===== src/rtl/uart_rx_fifo_if.sv =====
// uart_rx_fifo_if: receive-side handshake bundle between UART receiver, FIFO and consumer
//   master : drives ena, rx_data_in, rx_data_in_valid, rx_ready, clear_overflow; observes FIFO status
//   slave  : the FIFO; drives rx_data, rx_valid, count, full, empty, overflow
interface uart_rx_fifo_if #(
   parameter int DATA_WIDTH = 8,
   parameter int DEPTH      = 16
);
   logic                         ena;
   logic [DATA_WIDTH-1:0]        rx_data_in;
   logic                         rx_data_in_valid;
   logic [DATA_WIDTH-1:0]        rx_data;
   logic                         rx_valid;
   logic                         rx_ready;
   logic [$clog2(DEPTH+1)-1:0]   count;
   logic                         full;
   logic                         empty;
   logic                         overflow;
   logic                         clear_overflow;
   modport master (
      output ena, rx_data_in, rx_data_in_valid, rx_ready, clear_overflow,
      input  rx_data, rx_valid, count, full, empty, overflow
   );
   modport slave (
      input  ena, rx_data_in, rx_data_in_valid, rx_ready, clear_overflow,
      output rx_data, rx_valid, count, full, empty, overflow
   );
endinterface


===== src/rtl/uart_rx_fifo.sv =====
// uart_rx_fifo: show-ahead circular buffer between UART receiver and consumer with sticky overflow
//   clk   : system clock, rising edge
//   reset : asynchronous active-high reset of pointers, count and overflow
//   bus   : uart_rx_fifo_if.slave (byte strobe in, valid/ready head out, level and flags)
module uart_rx_fifo #(
   parameter int DATA_WIDTH = 8,
   parameter int DEPTH      = 16
) (
   input  logic              clk,
   input  logic              reset,
   uart_rx_fifo_if.slave     bus
);
   localparam int PW = (DEPTH > 1) ? $clog2(DEPTH) : 1;
   localparam int CW = $clog2(DEPTH + 1);
   logic [DATA_WIDTH-1:0] r_mem [DEPTH];
   logic [PW-1:0]         r_wr_ptr;
   logic [PW-1:0]         r_rd_ptr;
   logic [CW-1:0]         r_count;
   logic                  r_overflow;
   logic                  w_empty;
   logic                  w_full;
   logic                  w_pop;
   logic                  w_push;
   logic                  w_drop;
   assign w_empty = (r_count == '0);
   assign w_full  = (r_count == CW'(DEPTH));
   assign w_pop   = bus.ena && !w_empty && bus.rx_ready;
   // a full buffer still accepts a byte when the head leaves in the same cycle
   assign w_push  = bus.ena && bus.rx_data_in_valid && (!w_full || w_pop);
   assign w_drop  = bus.ena && bus.rx_data_in_valid && w_full && !w_pop;
   assign bus.rx_data  = w_empty ? '0 : r_mem[r_rd_ptr];
   assign bus.rx_valid = !w_empty && bus.ena;
   assign bus.count    = r_count;
   assign bus.full     = w_full;
   assign bus.empty    = w_empty;
   assign bus.overflow = r_overflow;
   // storage is not reset; stale contents are unreachable once the pointers reset
   always_ff @(posedge clk) begin
      if (w_push) r_mem[r_wr_ptr] <= bus.rx_data_in;
   end
   always_ff @(posedge clk or posedge reset) begin
      if (reset) begin
         r_wr_ptr   <= '0;
         r_rd_ptr   <= '0;
         r_count    <= '0;
         r_overflow <= 1'b0;
      end else begin
         if (w_push) r_wr_ptr <= (r_wr_ptr == PW'(DEPTH - 1)) ? '0 : r_wr_ptr + PW'(1);
         if (w_pop)  r_rd_ptr <= (r_rd_ptr == PW'(DEPTH - 1)) ? '0 : r_rd_ptr + PW'(1);
         r_count <= (w_push && !w_pop) ? r_count + CW'(1) :
                    (w_pop && !w_push) ? r_count - CW'(1) : r_count;
         // a drop in the same cycle as a clear keeps the flag set
         if (bus.ena) r_overflow <= w_drop ? 1'b1 : bus.clear_overflow ? 1'b0 : r_overflow;
      end
   end
endmodule


===== src/flat_wrapper.sv =====
// flat-port wrapper written by rule: the top's interface ports become plain ports
module uart_rx_fifo_flat 
#(
   parameter int DATA_WIDTH = 8,
   parameter int DEPTH      = 16
)
  (clk, reset, bus_ena, bus_rx_data_in, bus_rx_data_in_valid, bus_rx_ready, bus_clear_overflow, bus_rx_data, bus_rx_valid, bus_count, bus_full, bus_empty, bus_overflow);
  uart_rx_fifo_if #(.DATA_WIDTH(DATA_WIDTH), .DEPTH(DEPTH)) bus_i ();
  input  logic clk;
  input  logic reset;
  input wire logic [$bits(bus_i.ena)-1:0] bus_ena;
  input wire logic [$bits(bus_i.rx_data_in)-1:0] bus_rx_data_in;
  input wire logic [$bits(bus_i.rx_data_in_valid)-1:0] bus_rx_data_in_valid;
  input wire logic [$bits(bus_i.rx_ready)-1:0] bus_rx_ready;
  input wire logic [$bits(bus_i.clear_overflow)-1:0] bus_clear_overflow;
  output wire logic [$bits(bus_i.rx_data)-1:0] bus_rx_data;
  output wire logic [$bits(bus_i.rx_valid)-1:0] bus_rx_valid;
  output wire logic [$bits(bus_i.count)-1:0] bus_count;
  output wire logic [$bits(bus_i.full)-1:0] bus_full;
  output wire logic [$bits(bus_i.empty)-1:0] bus_empty;
  output wire logic [$bits(bus_i.overflow)-1:0] bus_overflow;
  assign bus_i.ena = bus_ena;
  assign bus_i.rx_data_in = bus_rx_data_in;
  assign bus_i.rx_data_in_valid = bus_rx_data_in_valid;
  assign bus_i.rx_ready = bus_rx_ready;
  assign bus_i.clear_overflow = bus_clear_overflow;
  assign bus_rx_data = bus_i.rx_data;
  assign bus_rx_valid = bus_i.rx_valid;
  assign bus_count = bus_i.count;
  assign bus_full = bus_i.full;
  assign bus_empty = bus_i.empty;
  assign bus_overflow = bus_i.overflow;
  uart_rx_fifo #(.DATA_WIDTH(DATA_WIDTH), .DEPTH(DEPTH)) u_core (.clk(clk), .reset(reset), .bus(bus_i));
endmodule

===== config.mk =====
export PLATFORM = sky130hd
export DESIGN_NAME = uart_rx_fifo_flat
export DESIGN_NICKNAME = d
export VERILOG_FILES = /design/src/rtl/uart_rx_fifo_if.sv /design/src/rtl/uart_rx_fifo.sv /design/src/flat_wrapper.sv
export SDC_FILE = /design/constraint.sdc
export NUM_CORES = 1
export LEC_CHECK = 0
export ABC_CLOCK_PERIOD_IN_PS = 3400
export CORE_MARGIN = 4
export CORE_UTILIZATION = 40
export CTS_CLUSTER_DIAMETER = 40
export DETAILED_ROUTE_END_ITERATION = 6
export PLACE_DENSITY = 0.62
export SLEW_MARGIN = 20
export SYNTH_ARGS = -nofsm -noshare
export SYNTH_HDL_FRONTEND = slang
export SYNTH_SLANG_ARGS = --single-unit

===== constraint.sdc =====
create_clock -name clk -period 3.4 [get_ports clk]
set_input_delay 0.68 -clock clk [delete_from_list [all_inputs] [get_ports clk]]
set_output_delay 0.68 -clock clk [all_outputs]
set_load 0.02 [all_outputs]

# Yosys cells after proc, flatten, opt, wreduce, memory -nomap -nowiden
# Memories as Yosys holds them, arrays and structs flattened.
# Cells that the tools add are included.
dict set report word_totals {
  memories 1
  ramBits 128
  input_bits 14
  wordCells 38
  output_inout_bits 17
  reg_bits 14
}
dict set report classes {
  n_reduce_logical 17
  mux 9
  add_sub_neg 4
  n_eq_ne 3
}
# memory depth word_bits rd rd_ports_with_merged_regs wr line
set mem_list {}
lappend mem_list {u_core.r_mem 16 8 1 0 1 uart_rx_fifo.sv:15} ;# logic [DATA_WIDTH-1:0] r_mem [DEPTH];
# op n
set op_table {}
lappend op_table {{2-to-1 mux 5 bit} 2}
lappend op_table {{adder 4 x 1 -> 4 bit (second input constant)} 2}
lappend op_table {{equality test 4 bit (second input constant)} 2}
lappend op_table {{logical AND 1 bit} 8}
lappend op_table {{2-to-1 mux 4 bit} 2}
lappend op_table {{2-to-1 mux 8 bit} 1}
lappend op_table {{adder 5 x 1 -> 5 bit (second input constant)} 1}
lappend op_table {{equality test 5 bit (second input constant)} 1}
lappend op_table {{zero test 5 bit} 1}
lappend op_table {{subtractor 5 x 1 -> 5 bit (second input constant)} 1}
lappend op_table {{zero test 1 bit} 4}
lappend op_table {{2-to-1 mux 1 bit} 4}
lappend op_table {{nonzero test 2 bit} 2}
lappend op_table {{AND reduction 2 bit} 1}
lappend op_table {{logical OR 1 bit} 1}

# Logic depth before layout (Yosys ltp)
dict set report depth {
  depth_word 10
  mapped_depth 10
}

# Worst setup path after synthesis
# No wires, ideal clock.
dict set report synth_timing {
  path_type {flip-flop to flip-flop}
  start {register u_core.r_count[0], in the netlist u_core.bus.count[0]}
  end {register u_core.r_count[4], in the netlist u_core.bus.count[4]}
  stages_incl_launch_ff 10
  arrival_ns 3.015
  slack_ns 0.259
  path_cell_list {dfrtp_1 or4_4 o211ai_4 ha_1 inv_1 fa_1 a21o_1 a2111oi_0 a31oi_1 a221o_1}
}
dict set report synth_via {
  elab_chain_cells 9
  elab_cells_between_ends 17
  cone_classes {add/sub: 2; eq/ne: 1; mux: 2; reduce/logical: 12}
}
# item line
set synth_lines {}
lappend synth_lines {{start, declared} uart_rx_fifo.sv:18} ;# logic [CW-1:0] r_count;
lappend synth_lines {{start signal, assigned} uart_rx_fifo.sv:50} ;# r_count <= (w_push && !w_pop) ? r_count + CW'(1) :
lappend synth_lines {{branches (longest 9 deep; another with subtractor 5 x 1 -> 5 bit)} n/a}
# Several ways; the timed one is not identified. The select of a mux whose other input is x is not followed.
# A chain may end at the register's enable or synchronous reset.

# Final worst setup path
dict set report layout_timing {
  start {register u_core.r_rd_ptr[0]}
  end {output bus_rx_data[7]}
}
dict set report layout_via {
  elab_chain_cells 2
}
# item line
set layout_lines {}
lappend layout_lines {{start, declared} uart_rx_fifo.sv:17} ;# logic [PW-1:0] r_rd_ptr;
lappend layout_lines {{start signal, assigned} uart_rx_fifo.sv:49} ;# if (w_pop) r_rd_ptr <= (r_rd_ptr == PW'(DEPTH - 1)) ? '0 : r_rd_ptr + PW'(1);
lappend layout_lines {{memory (16 x 8 bit)} n/a}
lappend layout_lines {{2-to-1 mux 8 bit} uart_rx_fifo.sv:31} ;# assign bus.rx_data = w_empty ? '0 : r_mem[r_rd_ptr];
lappend layout_lines {{end, declared} flat_wrapper.sv:16} ;# output wire logic [$bits(bus_i.rx_data)-1:0] bus_rx_data;
# Every way passes these cells.

==> results_tabular.tex <==
\begin{tabular}{lr}
\hline
Metric & Value \\
\hline
\multicolumn{2}{l}{\textbf{Outcome}} \\
\quad Status & complete, no violations \\
\multicolumn{2}{l}{\textbf{Global routing}} \\
\quad Number of antenna violations at the first check in global routing & 0 \\
\quad First-pass GRT wire length & 18.46 mm \\
\quad Overflow left after global routing & 0 \\
\quad Largest net degree at the start of global routing & 33 \\
\quad Global-route usage over all layers & 0.1504 \\
\quad Number of global-route vias before repair & 3209 \\
\multicolumn{2}{l}{\textbf{Synth}} \\
\quad Post-Synth Simple-Gate Area & 0.05097 \\
\quad Sequential cell area fraction in the yosys report & 0.6946 \\
\quad Proportion of register bits with asynchronous set or reset after synthesis & 0.09859 \\
\quad Average size of a mapped cell & 19.48 um2 \\
\quad Synthesized-area fraction occupied by ao, oa, aoi and oai cells & 0.04807 \\
\quad Combinational family with the most area after synthesis & multiplexers \\
\quad Syn Std Cell Area & 6038 um2 \\
\quad Synth Area in Adders & 0.02196 \\
\quad Synthesized instance count & 310 \\
\quad Post-Synth XOR/XNOR Area & 0.007252 \\
\quad Share of synthesized area spent on multiplexers & 0.1457 \\
\quad Number of synthesized flops with an enable pin & 128 \\
\quad Number of warnings printed during yosys synthesis & 0 \\
\quad Distinct cells, synth & 46 \\
\quad Nets in the synthesized netlist & 334 \\
\quad Dominant register cell in the synthesized netlist & edfxtp\_1 \\
\quad Flops \& latches, synth & 142 \\
\multicolumn{2}{l}{\textbf{Floorplan}} \\
\quad Initial core utilization & 0.4123 \\
\quad Chip Width & 130.9 um \\
\quad Top Ports & 31 \\
\quad Die outline area & 17130 um2 \\
\quad Area of the core & 14640 um2 \\
\quad Num rows & 44 \\
\quad DIE HEIGHT & 130.9 um \\
\multicolumn{2}{l}{\textbf{Detailed routing}} \\
\quad DRC Markers & 0 \\
\quad Iteration count of the initial detailed-routing pass & 4 \\
\quad Routed length per instance & 21.68 um \\
\quad Total via count in the routed design & 3036 \\
\quad First-iteration detailed-routing DRC count & 243 \\
\quad Remaining antenna violation count & 0 \\
\quad Total wire length after detailed routing & 11.90 mm \\
\quad Number of vias per cell & 5.530 \\
\multicolumn{2}{l}{\textbf{Worst setup path}} \\
\quad Max Fanout on Critical Path & 20 \\
\quad Crit. Startpoint & u\_core.r\_rd\_ptr[0] \\
\quad Capture point of the critical path & bus\_rx\_data[7] \\
\quad Worst Reg-to-Reg Cells & 9 \\
\quad Data arrival time at the worst-slack endpoint & 2.61 ns \\
\quad Critical path launch point type & register \\
\quad Critical path data required time & 2.72 ns \\
\quad Worst reg2reg path endpoint & u\_core.bus.count[4] \\
\quad FF-to-FF setup slack & 0.25 ns \\
\quad Worst R2R Start & u\_core.bus.count[1] \\
\quad Crit end category & output port \\
\quad Crit path kind & register to output port \\
\multicolumn{2}{l}{\textbf{Finish}} \\
\quad Area growth, synth to finish & 18.46\% \\
\quad Fraction of layout instances using a drive strength above 1 & 0.1808 \\
\quad Final net count & 376 \\
\quad Commonest non-fill, non-tap cells in the layout & 128 x edfxtp\_1, 26 x clkdlybuf4s50\_1, 18 x mux4\_2, 17 x clkbuf\_16, 14 x mux4\_1 \\
\quad Most frequent standard cell in the layout excluding fill and tap cells & edfxtp\_1 \\
\quad Final core utilization & 0.4885 \\
\quad Antenna diodes & 0 \\
\multicolumn{2}{l}{\textbf{Clocking}} \\
\quad Clock Tree Buf Depth & 2 \\
\quad Number of H-tree branching levels & 4 \\
\quad TritonCTS clock tree & built \\
\quad Clock buffers created by TritonCTS & 17 \\
\quad Number of clock sinks seen by CTS & 142 \\
\quad Clock network latency to the later pin of the worst-skew pair & 0.42 ns \\
\quad Root buffer cell & clkbuf\_16 \\
\quad Register clock-pin slew on the reported worst setup and hold paths & 0.06 ns \\
\multicolumn{2}{l}{\textbf{STA}} \\
\quad Final worst clock skew & 0.01163 ns \\
\quad Setup violations, final & 0 \\
\quad Highest Clock Rate & 303.9 MHz \\
\quad Worst-margin pin slew & 0.6122 ns \\
\quad Minimum setup slack in the final design & 0.1097 ns \\
\quad Unrepaired setup endpoints after global routing & no \\
\quad Max Transition Viols Final & 0 \\
\quad Fin crit share & 0.9677 \\
\quad Max-slew headroom at the worst pin & 0.5919 \\
\quad Time the worst path needs with I/O delays and setup & 3.290 ns \\
\quad Setup\_tns & 0 ns \\
\quad Endpoints failing hold & 0 \\
\quad Fin Hold WS & 0.5775 ns \\
\multicolumn{2}{l}{\textbf{Hold path}} \\
\quad Hold WC Path Type & register to register \\
\quad Worst min-delay path startpoint & u\_core.bus.count[2] \\
\multicolumn{2}{l}{\textbf{Place}} \\
\quad Worst slack at placement & -0.001639 ns \\
\quad Port bufs & 30 \\
\quad Post-DP HPWL & 7.313 mm \\
\quad Routability-driven placement congestion ratio & 0.7520 \\
\multicolumn{2}{l}{\textbf{Pwr}} \\
\quad Power per standard cell area & 845.5 nW/um2 \\
\quad Worst-case vdd ir drop & 445.7 uV \\
\quad Leakage & 2.453 nW \\
\multicolumn{2}{l}{\textbf{Job}} \\
\quad Max cap viols & 0 \\
\hline
\end{tabular}
## logic make-up after synthesis
family | count (synthesis)
flip-flops | 142
AND/OR/NAND/NOR | 50
multiplexers | 42
AO/OA/AOI/OAI | 38
buffers and inverters | 23
adder cells (fa/ha/maj) | 10
XOR/XNOR | 5
## cells in the mapped netlist (all sizes together), types with 3 or more instances
cell      n  area (um2)
a211oi   14       110.1
a21o      5       37.54
and2      6       37.54
and3      8       50.05
and4      4       35.03
buf      12       128.9
clkbuf    5       38.79
dfrtp    14       350.3
edfxtp  128        3844
ha        9       112.6
inv       6       22.52
mux2i     8       80.08
mux4     32       773.2
nand2     7       26.28
nand3     3       15.01
nor2      3       13.77
nor2b    10       62.56
nor3b     3       27.52
o21ai     6       30.03
xnor2     3       26.28
## worst max-delay path: stages (launching register included)
cell and delay (ns):
dfrtp_2 0.39, buf_12 0.20, mux4_1 0.57, nor2b_1 0.15, a211oi_2 0.24, a211oi_1 0.08
clkdlybuf4s50_1 0.55
## what timing repair did
action / 4_1_cts / 5_1_grt
buffers inserted: 0 / 1
cloned: 0 / 0
setup endpoints to repair: 8 / 4
hold buffers: 0 / 0
pin swaps: 0 / 1
resized for setup: 7 / 4
## worst min path at each step
stage                           to  depth (start not counted)
4_1_cts        u_core.bus.count[2]                          2
6_report       u_core.bus.count[2]                          2
5_1_grt        u_core.bus.count[0]                          2
2_1_floorplan   u_core.r_wr_ptr[3]                          2
3_3_place_gp   u_core.bus.count[2]                          2
3_5_place_dp   u_core.bus.count[2]                          2
## sequential cells by signal (all words and copies together) (netlist names)
register             flops
u_core.r_mem           128
u_core.bus.overflow      1
u_core.r_rd_ptr          4
u_core.bus.count         5
u_core.r_wr_ptr          4
## cell type report
| class | instances | area (um2) |
|---|---|---|
| repair buffers | 40 | 402.9 |
| clock inverters | 14 | 196.4 |
| well taps | 184 | 230.2 |
| flip-flops and latches | 142 | 4197 |
| fillers | 1208 | 7491 |
| clock buffers | 18 | 429.2 |
| multi-input cells | 145 | 1675 |
| inverters | 6 | 22.52 |
## per-stage QoR
step / power (W) / area (um2) / cells
after CTS: 0.006101 / 7133 / 548
final: 0.006048 / 7153 / 549
after global placement: 0.004119 / 6495 / 516
after floorplan: 0.003561 / 6038 / 310
after detailed placement: 0.004140 / 6495 / 516
after global routing: 0.006347 / 7153 / 549
## report_power, final
| group | total (W) | internal [W] | switching (W) |
|---|---|---|---|
| logic | 0.00187 | 0.000920 | 0.000949 |
| registers | 0.00222 | 0.00205 | 0.000169 |
| clock network | 0.00196 | 0.00129 | 0.000672 |
| total | 0.00605 | 0.00426 | 0.00179 |
## per-layer routing
layer,part of all wire,vias to the layer above,track usage
li1,-,1362,-
met1,0.44,1590,0.2018
met2,0.50,74,0.2429
met3,0.042,10,0.03659
met4,0.012,0,0.04961
met5,0,-,0
Note: power is estimated with default switching activity, not from simulation.
